**src/rtl/gcm_pkg.sv**
```systemverilog
// Shared types and helpers for the GCM counter-mode datapath.
// Latency: n/a (package only).
// Backpressure: n/a (package only).
//
// Contents: block/key widths, the GCTR FSM state encoding, and inc_s, the
// counter-block increment over the low w bits (w=32 is the classic GCM Inc).
package gcm_pkg;

  localparam int BLK_W = 64;
  localparam int KEY_W = 80;

  typedef enum logic [2:0] {
    ST_IDLE  = 3'd0,
    ST_LOAD  = 3'd1,
    ST_WAIT  = 3'd2,
    ST_READY = 3'd3,
    ST_HOLD  = 3'd4
  } state_e;

  // Increment the low w bits of cb modulo 2^w; the upper BLK_W-w bits pass
  // through untouched. w >= BLK_W degenerates to a full-width increment.
  function automatic logic [BLK_W-1:0] inc_s(input logic [BLK_W-1:0] cb,
                                             input int unsigned       w);
    logic [BLK_W-1:0] m;
    m = (w >= BLK_W) ? '1 : ((BLK_W'(1) << w) - BLK_W'(1));
    return (cb & ~m) | ((cb + BLK_W'(1)) & m);
  endfunction

endpackage

```
**src/rtl/present80.sv**
```systemverilog
// Iterative PRESENT-80 block cipher, one round per clock.
// Latency: load sampled at edge L, ciphertext stable from edge L+31 onward.
// Backpressure: none; result holds until the next load.
//
// Ports: clk, reset (sync, active-high), load (start new encryption),
//        indata[63:0] plaintext, key[79:0] cipher key, outdata[63:0] ciphertext.
// The result stays valid indefinitely after completion, so any caller wait of
// 32 or more cycles from the load cycle sees a stable ciphertext.
module present80
  import gcm_pkg::*;
(
  input  logic             clk,
  input  logic             reset,
  input  logic             load,
  input  logic [BLK_W-1:0] indata,
  input  logic [KEY_W-1:0] key,
  output logic [BLK_W-1:0] outdata
);

  logic [BLK_W-1:0] s_q, s_d;
  logic [KEY_W-1:0] k_q, k_d;
  logic [4:0]       rnd_q, rnd_d;
  logic             run_q, run_d;

  function automatic logic [3:0] sbox4(input logic [3:0] x);
    logic [3:0] y;
    y = 4'h0;
    case (x)
      4'h0: y = 4'hC;  4'h1: y = 4'h5;  4'h2: y = 4'h6;  4'h3: y = 4'hB;
      4'h4: y = 4'h9;  4'h5: y = 4'h0;  4'h6: y = 4'hA;  4'h7: y = 4'hD;
      4'h8: y = 4'h3;  4'h9: y = 4'hE;  4'hA: y = 4'hF;  4'hB: y = 4'h8;
      4'hC: y = 4'h4;  4'hD: y = 4'h7;  4'hE: y = 4'h1;  4'hF: y = 4'h2;
      default: y = 4'h0;
    endcase
    return y;
  endfunction

  function automatic logic [BLK_W-1:0] s_layer(input logic [BLK_W-1:0] x);
    logic [BLK_W-1:0] y;
    y = '0;
    for (int j = 0; j < 16; j++) y[4*j +: 4] = sbox4(x[4*j +: 4]);
    return y;
  endfunction

  // Bit i = 4q + r lands at 16r + q (equivalent to i*16 mod 63, bit 63 fixed).
  function automatic logic [BLK_W-1:0] p_layer(input logic [BLK_W-1:0] x);
    logic [BLK_W-1:0] y;
    y = '0;
    for (int i = 0; i < 64; i++) y[16*(i%4) + i/4] = x[i];
    return y;
  endfunction

  function automatic logic [KEY_W-1:0] key_next(input logic [KEY_W-1:0] k,
                                                input logic [4:0]       rc);
    logic [KEY_W-1:0] r;
    r          = {k[18:0], k[79:19]};
    r[79:76]   = sbox4(r[79:76]);
    r[19:15]   = r[19:15] ^ rc;
    return r;
  endfunction

  always_comb begin
    s_d   = s_q;
    k_d   = k_q;
    rnd_d = rnd_q;
    run_d = run_q;
    if (load) begin
      s_d   = indata;
      k_d   = key;
      rnd_d = 5'd1;
      run_d = 1'b1;
    end else if (run_q) begin
      s_d   = p_layer(s_layer(s_q ^ k_q[79:16]));
      k_d   = key_next(k_q, rnd_q);
      rnd_d = rnd_q + 5'd1;
      run_d = (rnd_q != 5'd31);
    end
  end

  always_ff @(posedge clk) begin
    if (reset) begin
      s_q   <= '0;
      k_q   <= '0;
      rnd_q <= '0;
      run_q <= 1'b0;
    end else begin
      s_q   <= s_d;
      k_q   <= k_d;
      rnd_q <= rnd_d;
      run_q <= run_d;
    end
  end

  // Final whitening with round key 32.
  assign outdata = s_q ^ k_q[79:16];

endmodule

```
**src/rtl/gctr_stream.sv**
```systemverilog
// Streaming GCTR: XORs E(K, CB) onto a valid/ready block stream, one message per start.
// Latency: in_ready CIPHER_LAT+2 cycles after start; output registered 1 cycle after input handshake.
// Backpressure: one block in flight; in_ready low until the held output is taken by out_ready.
//
// Ports: clk, reset (sync, active-high); start/icb_in/key_in begin a message;
//        in_valid/in_ready/in_data/in_last/in_bytes input block stream;
//        out_valid/out_ready/out_data/out_last/out_bytes output block stream;
//        busy high whenever a message is in progress.
module gctr_stream
  import gcm_pkg::*;
#(
  parameter logic [63:0] ICB_RST    = 64'hABAC_8CA6_000A_A98A,
  parameter int          INC_W      = 32,
  parameter int          CIPHER_LAT = 32
) (
  input  logic        clk,
  input  logic        reset,
  input  logic        start,
  input  logic [63:0] icb_in,
  input  logic [79:0] key_in,
  input  logic        in_valid,
  output logic        in_ready,
  input  logic [63:0] in_data,
  input  logic        in_last,
  input  logic [3:0]  in_bytes,
  output logic        out_valid,
  input  logic        out_ready,
  output logic [63:0] out_data,
  output logic        out_last,
  output logic [3:0]  out_bytes,
  output logic        busy
);

  localparam int LAT_W = (CIPHER_LAT > 1) ? $clog2(CIPHER_LAT) : 1;

  state_e           state_q, state_d;
  logic [BLK_W-1:0] cb_q, cb_d;
  logic [KEY_W-1:0] key_q, key_d;
  logic [LAT_W-1:0] lat_q, lat_d;
  logic [BLK_W-1:0] out_data_q, out_data_d;
  logic             out_last_q, out_last_d;
  logic [3:0]       out_bytes_q, out_bytes_d;

  logic             p80_load;
  logic [BLK_W-1:0] keystream;
  logic [3:0]       n_bytes;

  // Keep the leading n bytes (byte 0 = bits 63:56), zero the rest.
  function automatic logic [BLK_W-1:0] byte_mask(input logic [3:0] n);
    logic [BLK_W-1:0] m;
    m = '0;
    for (int i = 0; i < 8; i++) m[63-8*i -: 8] = (4'(i) < n) ? 8'hFF : 8'h00;
    return m;
  endfunction

  present80 u_present80 (
    .clk     (clk),
    .reset   (reset),
    .load    (p80_load),
    .indata  (cb_q),
    .key     (key_q),
    .outdata (keystream)
  );

  // Non-final blocks are always full; a final count of 0 or >8 means full.
  assign n_bytes = (!in_last || in_bytes == 4'd0 || in_bytes > 4'd8) ? 4'd8 : in_bytes;

  // State register
  always_ff @(posedge clk) begin
    if (reset) state_q <= ST_IDLE;
    else       state_q <= state_d;
  end

  // Next-state logic
  always_comb begin
    state_d = state_q;
    case (state_q)
      ST_IDLE:  if (start)      state_d = ST_LOAD;
      ST_LOAD:                  state_d = ST_WAIT;
      ST_WAIT:  if (lat_q == '0) state_d = ST_READY;
      ST_READY: if (in_valid)   state_d = ST_HOLD;
      ST_HOLD:  if (out_ready)  state_d = out_last_q ? ST_IDLE : ST_LOAD;
      default:                  state_d = ST_IDLE;
    endcase
  end

  // Outputs decoded from state
  always_comb begin
    in_ready  = (state_q == ST_READY);
    out_valid = (state_q == ST_HOLD);
    busy      = (state_q != ST_IDLE);
    p80_load  = (state_q == ST_LOAD);
  end

  // Datapath next-state. The counter only advances on the output handshake,
  // so a stalled block never skips or repeats a counter value.
  always_comb begin
    cb_d        = cb_q;
    key_d       = key_q;
    lat_d       = lat_q;
    out_data_d  = out_data_q;
    out_last_d  = out_last_q;
    out_bytes_d = out_bytes_q;
    case (state_q)
      ST_IDLE: begin
        if (start) begin
          cb_d  = icb_in;
          key_d = key_in;
        end
      end
      ST_LOAD: lat_d = LAT_W'(CIPHER_LAT - 1);
      ST_WAIT: begin
        if (lat_q != '0) lat_d = lat_q - LAT_W'(1);
      end
      ST_READY: begin
        if (in_valid) begin
          out_data_d  = (in_data ^ keystream) & byte_mask(n_bytes);
          out_last_d  = in_last;
          out_bytes_d = n_bytes;
        end
      end
      ST_HOLD: begin
        if (out_ready) cb_d = inc_s(cb_q, INC_W);
      end
      default: ;
    endcase
  end

  always_ff @(posedge clk) begin
    if (reset) begin
      cb_q        <= ICB_RST;
      key_q       <= '0;
      lat_q       <= '0;
      out_data_q  <= '0;
      out_last_q  <= 1'b0;
      out_bytes_q <= '0;
    end else begin
      cb_q        <= cb_d;
      key_q       <= key_d;
      lat_q       <= lat_d;
      out_data_q  <= out_data_d;
      out_last_q  <= out_last_d;
      out_bytes_q <= out_bytes_d;
    end
  end

  assign out_data  = out_data_q;
  assign out_last  = out_last_q;
  assign out_bytes = out_bytes_q;

endmodule

```
**config.mk**
```make
export PLATFORM = sky130hd
export DESIGN_NAME = gctr_stream
export DESIGN_NICKNAME = d
export VERILOG_FILES = /design/src/rtl/gcm_pkg.sv /design/src/rtl/present80.sv /design/src/rtl/gctr_stream.sv
export SDC_FILE = /design/constraint.sdc
export NUM_CORES = 1
export LEC_CHECK = 0
export CAP_MARGIN = 10
export CELL_PAD_IN_SITES_DETAIL_PLACEMENT = 0
export CELL_PAD_IN_SITES_GLOBAL_PLACEMENT = 1
export CORE_ASPECT_RATIO = 1.4
export CORE_MARGIN = 2
export CORE_UTILIZATION = 46
export CTS_BUF_LIST = sky130_fd_sc_hd__clkbuf_4 sky130_fd_sc_hd__clkbuf_8
export CTS_CLUSTER_SIZE = 40
export DETAILED_ROUTE_END_ITERATION = 12
export PLACE_DENSITY_LB_ADDON = 0.1
export SYNTH_ARGS = -nofsm -noshare
export SYNTH_HDL_FRONTEND = slang
export SYNTH_SLANG_ARGS = --single-unit
```
**constraint.sdc**
```tcl
create_clock -name clk -period 6.1 [get_ports clk]
set_input_delay 0.61 -clock clk [delete_from_list [all_inputs] [get_ports clk]]
set_output_delay 0.61 -clock clk [all_outputs]
set_load 0.01 [all_outputs]
```
==> impl_metrics.json, run 1 <==
{
  "yosys_warnings": 0,
  "clkTransAtPathRegs_ns": 0.06,
  "grt_overflow": 0,
  "clk_latency_ns": 0.64,
  "fin_nets": 2685,
  "synth-edff-count": 0,
  "cts_resized": 0,
  "critPathRequiredTime_ns": 5.49,
  "ys_async_sr_fraction": 0,
  "portBuffers": 289,
  "power_mw": 9.790,
  "synth.top_cell.area_share": 0.3975,
  "seqCellArea_um2": 7511,
  "crit_type": "reg2out",
  "min_from": "reset",
  "vias": 16650,
  "gr-usage-all-layers": 0.2881,
  "multiInputGateArea_um2": 10570,
  "postLayoutCellArea_um2": 23460,
  "drtIter0Drc": 1180,
  "crit_start": "state_q[2]$_SDFFE_PP0P_",
  "die_w_um": 175.3,
  "synth_area_leaders": "dfxtp_1, mux2i_1, ha_1, nand2_1, a21oi_1",
  "ys_seq_elements": 375,
  "max_freq_ghz": 0.2579,
  "hold_viol": 0,
  "die_h_um": 243.8,
  "cts_tree": "yes",
  "p_leak_nw": 8.979,
  "arrival_ns": 3.27,
  "synth-main-ff-cell": "dfxtp_1",
  "wl_met3_um": 3178,
  "final_common_cell": "dfxtp_1",
  "cts_sinks": 375,
  "grt_pass1_vias": 16030,
  "worst_pin_slew_ns": 1.065,
  "cts_hold_buf": 0,
  "slew_headroom": 0.2900,
  "place_hpwl_um": 46480,
  "drive_gt1_frac": 0.07493,
  "netlist-cell-type-count": 57,
  "slew_violations": 0,
  "antenna_found_initial": 1,
  "post_cts_buffers": 0,
  "min_path_type": "in2reg",
  "ios": 290,
  "antenna_left": 0,
  "setup_viol": 0,
  "drcViolationCount": 0,
  "final_cell_mix": "dfxtp_1, clkdlybuf4s50_1, nand2_1",
  "grt_max_degree": 166,
  "start_util": 0.4677,
  "highest_layer": "met4",
  "viasPerCell": 5.618,
  "cts_max_path_buffers": 3,
  "status": "finished, final reports clean",
  "fin_tns_setup_ns": 0,
  "power.density_nw_per_um2": 417.3,
  "numCtsBuffers": 60,
  "drt-wirelength-per-cell_um": 21.35,
  "finalClockSkew_ns": 0.01851,
  "regToRegStartpoint": "state_q[2]$_SDFFE_PP0P_",
  "fp-row-count": 87,
  "wl_met2_um": 31490,
  "crit_path_max_fanout": 28,
  "ir_drop_uv": 297.4,
  "rsz0062_at_grt": "false",
  "dr.pass1.iters": 5,
  "n_fill_cell": 3732,
  "gp_routability_congestion": 0.9087,
  "die_area_um2": 42720,
  "start_kind": "flip-flop",
  "syn_area_um2": 18890,
  "grt_pass1_wl_um": 94590,
  "syn_area_per_cell_um2": 8.760,
  "synthCells": 2156,
  "end_kind": "output pin",
  "maxCapViolations": 0,
  "final.period_utilization": 0.6358,
  "wl_met1_um": 24890,
  "fp.coreArea_um2": 40390,
  "ys_seq_area_frac": 0.3975,
  "area_growth_pct": 24.21,
  "cts_root_buffer": "clkbuf_8",
  "synth_nets": 2463,
  "htreeDepth": 2,
  "placed_cell_area_um2": 22050,
  "fin_crit_ns": 3.878,
  "drt-total-wl_um": 63290,
  "yosysTopAreaCell": "dfxtp_1"
}
[registers in the layout, summed over array words and instances (netlist names), named ones only]
register and flops:
lat_q 5, u_present80.run_q 1, out_data 64, out_bytes 4, u_present80.rnd_q 5, u_present80.s_q 64
out_last 1, state_q 3, cb_q 64, key_q 80, u_present80.k_q 80
[where the power goes]
group	total (mW)	internal, mW	leakage, nW	switching [mW]
logic	3.94	1.72	5.16	2.22
clock network	2.46	1.41	0.747	1.04
registers	3.39	2.88	3.07	0.514
[cell type report]
class,count,share of cell area
Multi-Input combinational cell,1561,0.4504
Sequential cell,375,0.3202
Timing Repair Buffer,301,0.1284
Clock buffer,102,0.05504
Tap cell,534,0.02848
Inverter,79,0.01264
Clock inverter,11,0.004747
Antenna cell,1,0.0001067
[kinds of logic after synthesis]
logic type,count (synthesis),synth area share
xor gates and xnor gates,156,0.07234
and+or+nand+nor,624,0.1391
muxes,181,0.1177
AOI/OAI and AO/OA,511,0.1696
buffers and inverters,220,0.04485
DFF,375,0.3975
adders and majority gates,89,0.05896
[cell usage after synthesis, types with 3 or more instances]
cell type	number
and3_1	10
nand2_1	283
o32ai_1	3
and2_1	8
nor3_1	10
o211ai_1	7
nor2_1	229
buf_1	7
a311oi_1	8
clkbuf_1	119
buf_2	14
o22ai_1	7
mux2i_1	141
a31oi_1	5
nand4_1	3
a211oi_1	111
xnor2_1	106
o31ai_1	9
a21o_1	3
nand3_1	36
nor4_1	10
mux4_2	32
mux2_2	8
nor2b_1	4
a21oi_1	207
a2111oi_0	5
or3_1	5
a22oi_1	56
inv_1	79
a2bb2oi_1	8
xor2_1	50
o221ai_1	8
nand2b_1	11
ha_1	89
dfxtp_1	375
o21ai_0	62
[final timing paths]
kind	depth (start not counted)	slack, ns	end
min	2	0.45	cb_q[35]$_SDFFE_PP0P_
max	3	2.22	out_valid
min reg2reg	2	0.45	cb_q[35]$_SDFFE_PP0P_
max reg2reg	6	2.87	out_data[48]$_SDFFE_PP0P_
[layer usage]
layer,GRT usage,vias up
met5,0,-
met1,0.3366,8017
li1,-,7966
met4,0.1576,0
met2,0.5076,537
met3,0.03714,132
[through the flow]
step / worst slack (ns) / cells / util / hold slack, ns
floorplan: 3.677 / 2156 / - / 0.4317
global placement: 2.918 / 2850 / 0.5461 / 0.4391
detailed placement: 2.886 / 2850 / 0.5461 / 0.4447
CTS: 2.268 / 2963 / 0.5808 / 0.4530
global route: 2.013 / 2964 / 0.5809 / 0.4705
finish: 2.222 / 2964 / 0.5809 / 0.4506
[worst max-delay path, cell delays in order (launching register included)]
cell             delay [ns]
dfxtp_1                0.95
nand2_1                0.40
inv_1                  0.61
clkdlybuf4s50_1        0.66
(Power assumes the default switching activity.)
==> run 2, diff against run 1 <==
Settings changed: CORE_UTILIZATION 46 to 38.
Clock period 6.1 ns to 3.5 ns, I/O delays scaled along.
==> impl_metrics.json, run 2 (synthesized netlist as in run 1, its figures left out) <==
{
  "status": "finished, final reports clean",
  "htreeDepth": 2,
  "wl_met2_um": 36080,
  "antenna_left": 0,
  "max_freq_ghz": 0.3350,
  "fin_crit_ns": 2.985,
  "portBuffers": 289,
  "hold_viol": 0,
  "wl_met1_um": 27460,
  "start_kind": "flip-flop",
  "post-route-util": 0.4859,
  "final_common_cell": "dfxtp_1",
  "min_path_type": "in2reg",
  "grt_max_degree": 163,
  "arrival_ns": 2.64,
  "cts_resized": 0,
  "drtIter0Drc": 1011,
  "min_from": "reset",
  "cts_max_path_buffers": 3,
  "p_leak_nw": 9.120,
  "numCtsBuffers": 61,
  "clk_latency_ns": 0.64,
  "die_w_um": 192.4,
  "ir_drop_uv": 330.5,
  "grt_pass1_wl_um": 102400,
  "drt-total-wl_um": 69780,
  "cts_root_buffer": "clkbuf_8",
  "rsz0062_at_grt": "false",
  "gp_routability_congestion": 0.8931,
  "crit_path_max_fanout": 17,
  "drt-wirelength-per-cell_um": 22.52,
  "antenna_found_initial": 1,
  "dr.pass1.iters": 5,
  "cts_sinks": 375,
  "cts_hold_buf": 0,
  "gr-usage-all-layers": 0.2656,
  "clkTransAtPathRegs_ns": 0.06,
  "vias": 16710,
  "crit_start": "state_q[1]$_SDFFE_PP0P_",
  "post_cts_buffers": 0,
  "cts_tree": "yes",
  "start_util": 0.3854,
  "fin_hold_ws_ns": 0.2531,
  "wl_met3_um": 3369,
  "fin_tns_setup_ns": 0,
  "drive_gt1_frac": 0.08736,
  "finalNonFillerCells": 3099,
  "slew_headroom": 0.2825,
  "regToRegStartpoint": "state_q[0]$_SDFFE_PP0P_",
  "setup_viol": 0,
  "reg_top3": "key_q (80), u_present80.k_q (80)",
  "final.period_utilization": 0.8530,
  "end_kind": "output pin",
  "dp.cells": 2993,
  "place_hpwl_um": 52460,
  "fp.coreArea_um2": 49010,
  "final_cell_mix": "dfxtp_1, clkdlybuf4s50_1, nand2_1",
  "slew_violations": 0,
  "grt_overflow": 0,
  "grt_pass1_vias": 16310,
  "critPathRequiredTime_ns": 3.15,
  "finalClockSkew_ns": 0.03000,
  "crit_type": "reg2out",
  "r2r_setup_slack_ns": 0.86,
  "viasPerCell": 5.391,
  "power_mw": 17.20,
  "area_growth_pct": 26.09,
  "highest_layer": "met4",
  "maxCapViolations": 0,
  "die_area_um2": 51530,
  "power.density_nw_per_um2": 722.4,
  "die_h_um": 267.8,
  "worst_pin_slew_ns": 1.076,
  "ios": 290,
  "drcViolationCount": 0,
  "fp-row-count": 96,
  "fin_nets": 2726
}
-- run 2: cell count changes in the layout (fill, tap and decap cells not counted), sizes merged --
cell,delta
inv,-1
buf,+40
clkinv,-1
clkbuf,-6
bufinv,-1
clkinvlp,+1
-- run 2: final timing paths --
kind,end,cells past startpoint
setup reg to reg,flip-flop,8
setup / recovery,out_valid,4
hold / removal,u_present80.k_q[16]$_SDFFE_PP0N_,2
hold reg to reg,out_bytes[1]$_SDFFE_PP0P_,2
-- run 2: per-stage QoR --
stage,area [µm²],worst slack [ns]
final,23810,0.5146
after global routing,23810,0.3752
after CTS,23810,0.4564
after detailed placement,22530,0.8124
after global placement,22530,0.8345
after floorplan,18890,1.077
-- run 2: layer usage --
metal | vias up | global-route usage
li1 | 8044 | -
met1 | 8063 | 0.3139
met2 | 485 | 0.4839
met3 | 115 | 0.03278
met4 | 0 | 0.1058
met5 | - | 0
-- run 2: cell type report --
class	instances	area, µm²
repair buffers	341	3363
fillers	4862	25190
inverters	79	296.5
well taps	637	797.0
clock buffers	96	1202
clock inverters	9	75.07
diodes	1	2.502
flip-flops and latches	375	7511
multi-input cells	1561	10570
-- run 2: report_power, final --
part           total (mW)  switching [mW]  internal [mW]
combinational        7.22            4.02           3.20
clock                4.04            1.81           2.23
sequential           5.94           0.927           5.02
-- run 2: critical path, stage by stage (launching register included) --
cell and delay (ns):
dfxtp_1 0.41, nor2_1 0.31, nand2_1 0.11, inv_1 0.51, clkdlybuf4s50_1 0.67
==> run 3, diff against run 2 <==
Settings changed: MAX_ROUTING_LAYER set to met4.
==> impl_metrics.json, run 3 (synthesized netlist as in run 1, its figures left out) <==
{
  "place_hpwl_um": 52370,
  "min_path_type": "in2reg",
  "grt_pass1_vias": 16510,
  "max_freq_ghz": 0.3323,
  "drcViolationCount": 0,
  "drt-wirelength-per-cell_um": 22.39,
  "htreeDepth": 2,
  "setup_viol": 0,
  "cts_resized": 0,
  "rr_worst_depth": 7,
  "gr-usage-all-layers": 0.2733,
  "ir_drop_uv": 428.4,
  "power_mw": 17.23,
  "crit_type": "reg2out",
  "numCtsBuffers": 60,
  "wl_met3_um": 3005,
  "cts_root_buffer": "clkbuf_8",
  "swShare": 0.3921,
  "clk_latency_ns": 0.65,
  "slew_violations": 0,
  "crit_path_max_fanout": 17,
  "crit_slowest_cell": "clkdlybuf4s50_1",
  "wl_met1_um": 27570,
  "cpPeakStageDelay_ns": 0.67,
  "critPathRequiredTime_ns": 3.15,
  "grt_pass1_wl_um": 102200,
  "maxCapViolations": 0,
  "viasPerCell": 5.403,
  "cts_sinks": 375,
  "drtIter0Drc": 972,
  "gp_routability_congestion": 0.8852,
  "fin_nets": 2726,
  "path_cells": "nor2_1, nand2_1, inv_1, clkdlybuf4s50_1",
  "critical_path.top_delay_family": "buffers and inverters",
  "status": "finished, final reports clean",
  "cts_hold_buf": 0,
  "die_area_um2": 51530,
  "slew_headroom": 0.2560,
  "clock_power_share": 0.237,
  "die_h_um": 267.8,
  "p_int_mw": 10.47,
  "drt-total-wl_um": 69510,
  "cp_num_cells": 4,
  "fp-row-count": 96,
  "fin_crit_ns": 3.010,
  "portBuffers": 289,
  "hold_viol": 0,
  "highest_layer": "met4",
  "end_kind": "output pin",
  "rsz0062_at_grt": "false",
  "finalClockSkew_ns": 0.01918,
  "fp.coreArea_um2": 49010,
  "wl_met2_um": 35090,
  "arrival_ns": 2.66,
  "switching_power_mw": 6.754,
  "final_cell_mix": "dfxtp_1, clkdlybuf4s50_1, nand2_1",
  "placed_cell_area_um2": 22530,
  "holdPathStages": 2,
  "start_kind": "flip-flop",
  "ios": 290,
  "grt_overflow": 0,
  "seqPwrFrac": 0.345,
  "dr.pass1.iters": 5,
  "vias": 16770,
  "cts_tree": "yes",
  "area_growth_pct": 26.12,
  "grt_max_degree": 163,
  "fin_tns_setup_ns": 0,
  "crit_buf_inv": 2,
  "post_cts_buffers": 0,
  "start_util": 0.3854,
  "setup_slack_ns": 0.4904,
  "clkTransAtPathRegs_ns": 0.06,
  "drive_gt1_frac": 0.08921,
  "p_leak_nw": 9.134,
  "die_w_um": 192.4,
  "final.period_utilization": 0.8599,
  "postLayoutCellArea_um2": 23820,
  "antenna_found_initial": 1,
  "power.density_nw_per_um2": 723.2,
  "worst_pin_slew_ns": 1.116,
  "reg_top3": "key_q (80), u_present80.k_q (80)",
  "pwr-share-comb": 0.418,
  "cts_max_path_buffers": 3,
  "final_common_cell": "dfxtp_1",
  "antenna_left": 0,
  "pre_cts_slack_ns": 0.8299
}
[run 3: changes by cell type in the layout (fill, tap and decap cells not counted), sizes merged]
cell / change
inv: +1
bufinv: +1
buf: +1
clkinv: +2
clkbuf: +1
clkinvlp: -1
[run 3: power groups by stage]
stage	logic, mW	clock network (mW)	registers (mW)
finish	7.21	4.08	5.95
CTS	7.24	4.18	5.93
detailed placement	7.20	0	6.02
global route	7.89	4.35	5.99
global placement	7.07	0	6.01
floorplan	5.02	0	5.51
[run 3: per-stage QoR]
step | cells | utilization | hold WS, ns
after floorplan | 2156 | - | 0.4317
after global placement | 2994 | 0.4597 | 0.4392
after detailed placement | 2994 | 0.4597 | 0.4455
after CTS | 3103 | 0.4860 | 0.1887
after global routing | 3104 | 0.4861 | 0.2257
final | 3104 | 0.4861 | 0.1823
[run 3: per-layer routing]
| layer | GRT usage | vias to the layer above |
|---|---|---|
| met5 | - | - |
| met4 | 0.1405 | 0 |
| met3 | 0.02965 | 146 |
| met2 | 0.4728 | 477 |
| met1 | 0.3109 | 8107 |
| li1 | - | 8041 |
[run 3: final timing paths]
check / startpoint / end / slack (ns)
min: reset / cb_q[32]$_SDFFE_PP0P_ / 0.18
max: state_q[1]$_SDFFE_PP0P_ / out_valid / 0.49
min reg2reg: out_bytes[1]$_SDFFE_PP0P_ / out_bytes[1]$_SDFFE_PP0P_ / 0.45
max reg2reg: state_q[0]$_SDFFE_PP0P_ / flip-flop / 0.77
[run 3: layout make-up]
cell class	instances	area [µm²]
multi-input combinational	1561	10570
clock buffer	97	1172
timing repair buffer	342	3358
fill	4872	25190
clock inverter	12	116.4
sequential	375	7511
tap	637	797.0
inverter	79	296.5
antenna	1	2.502
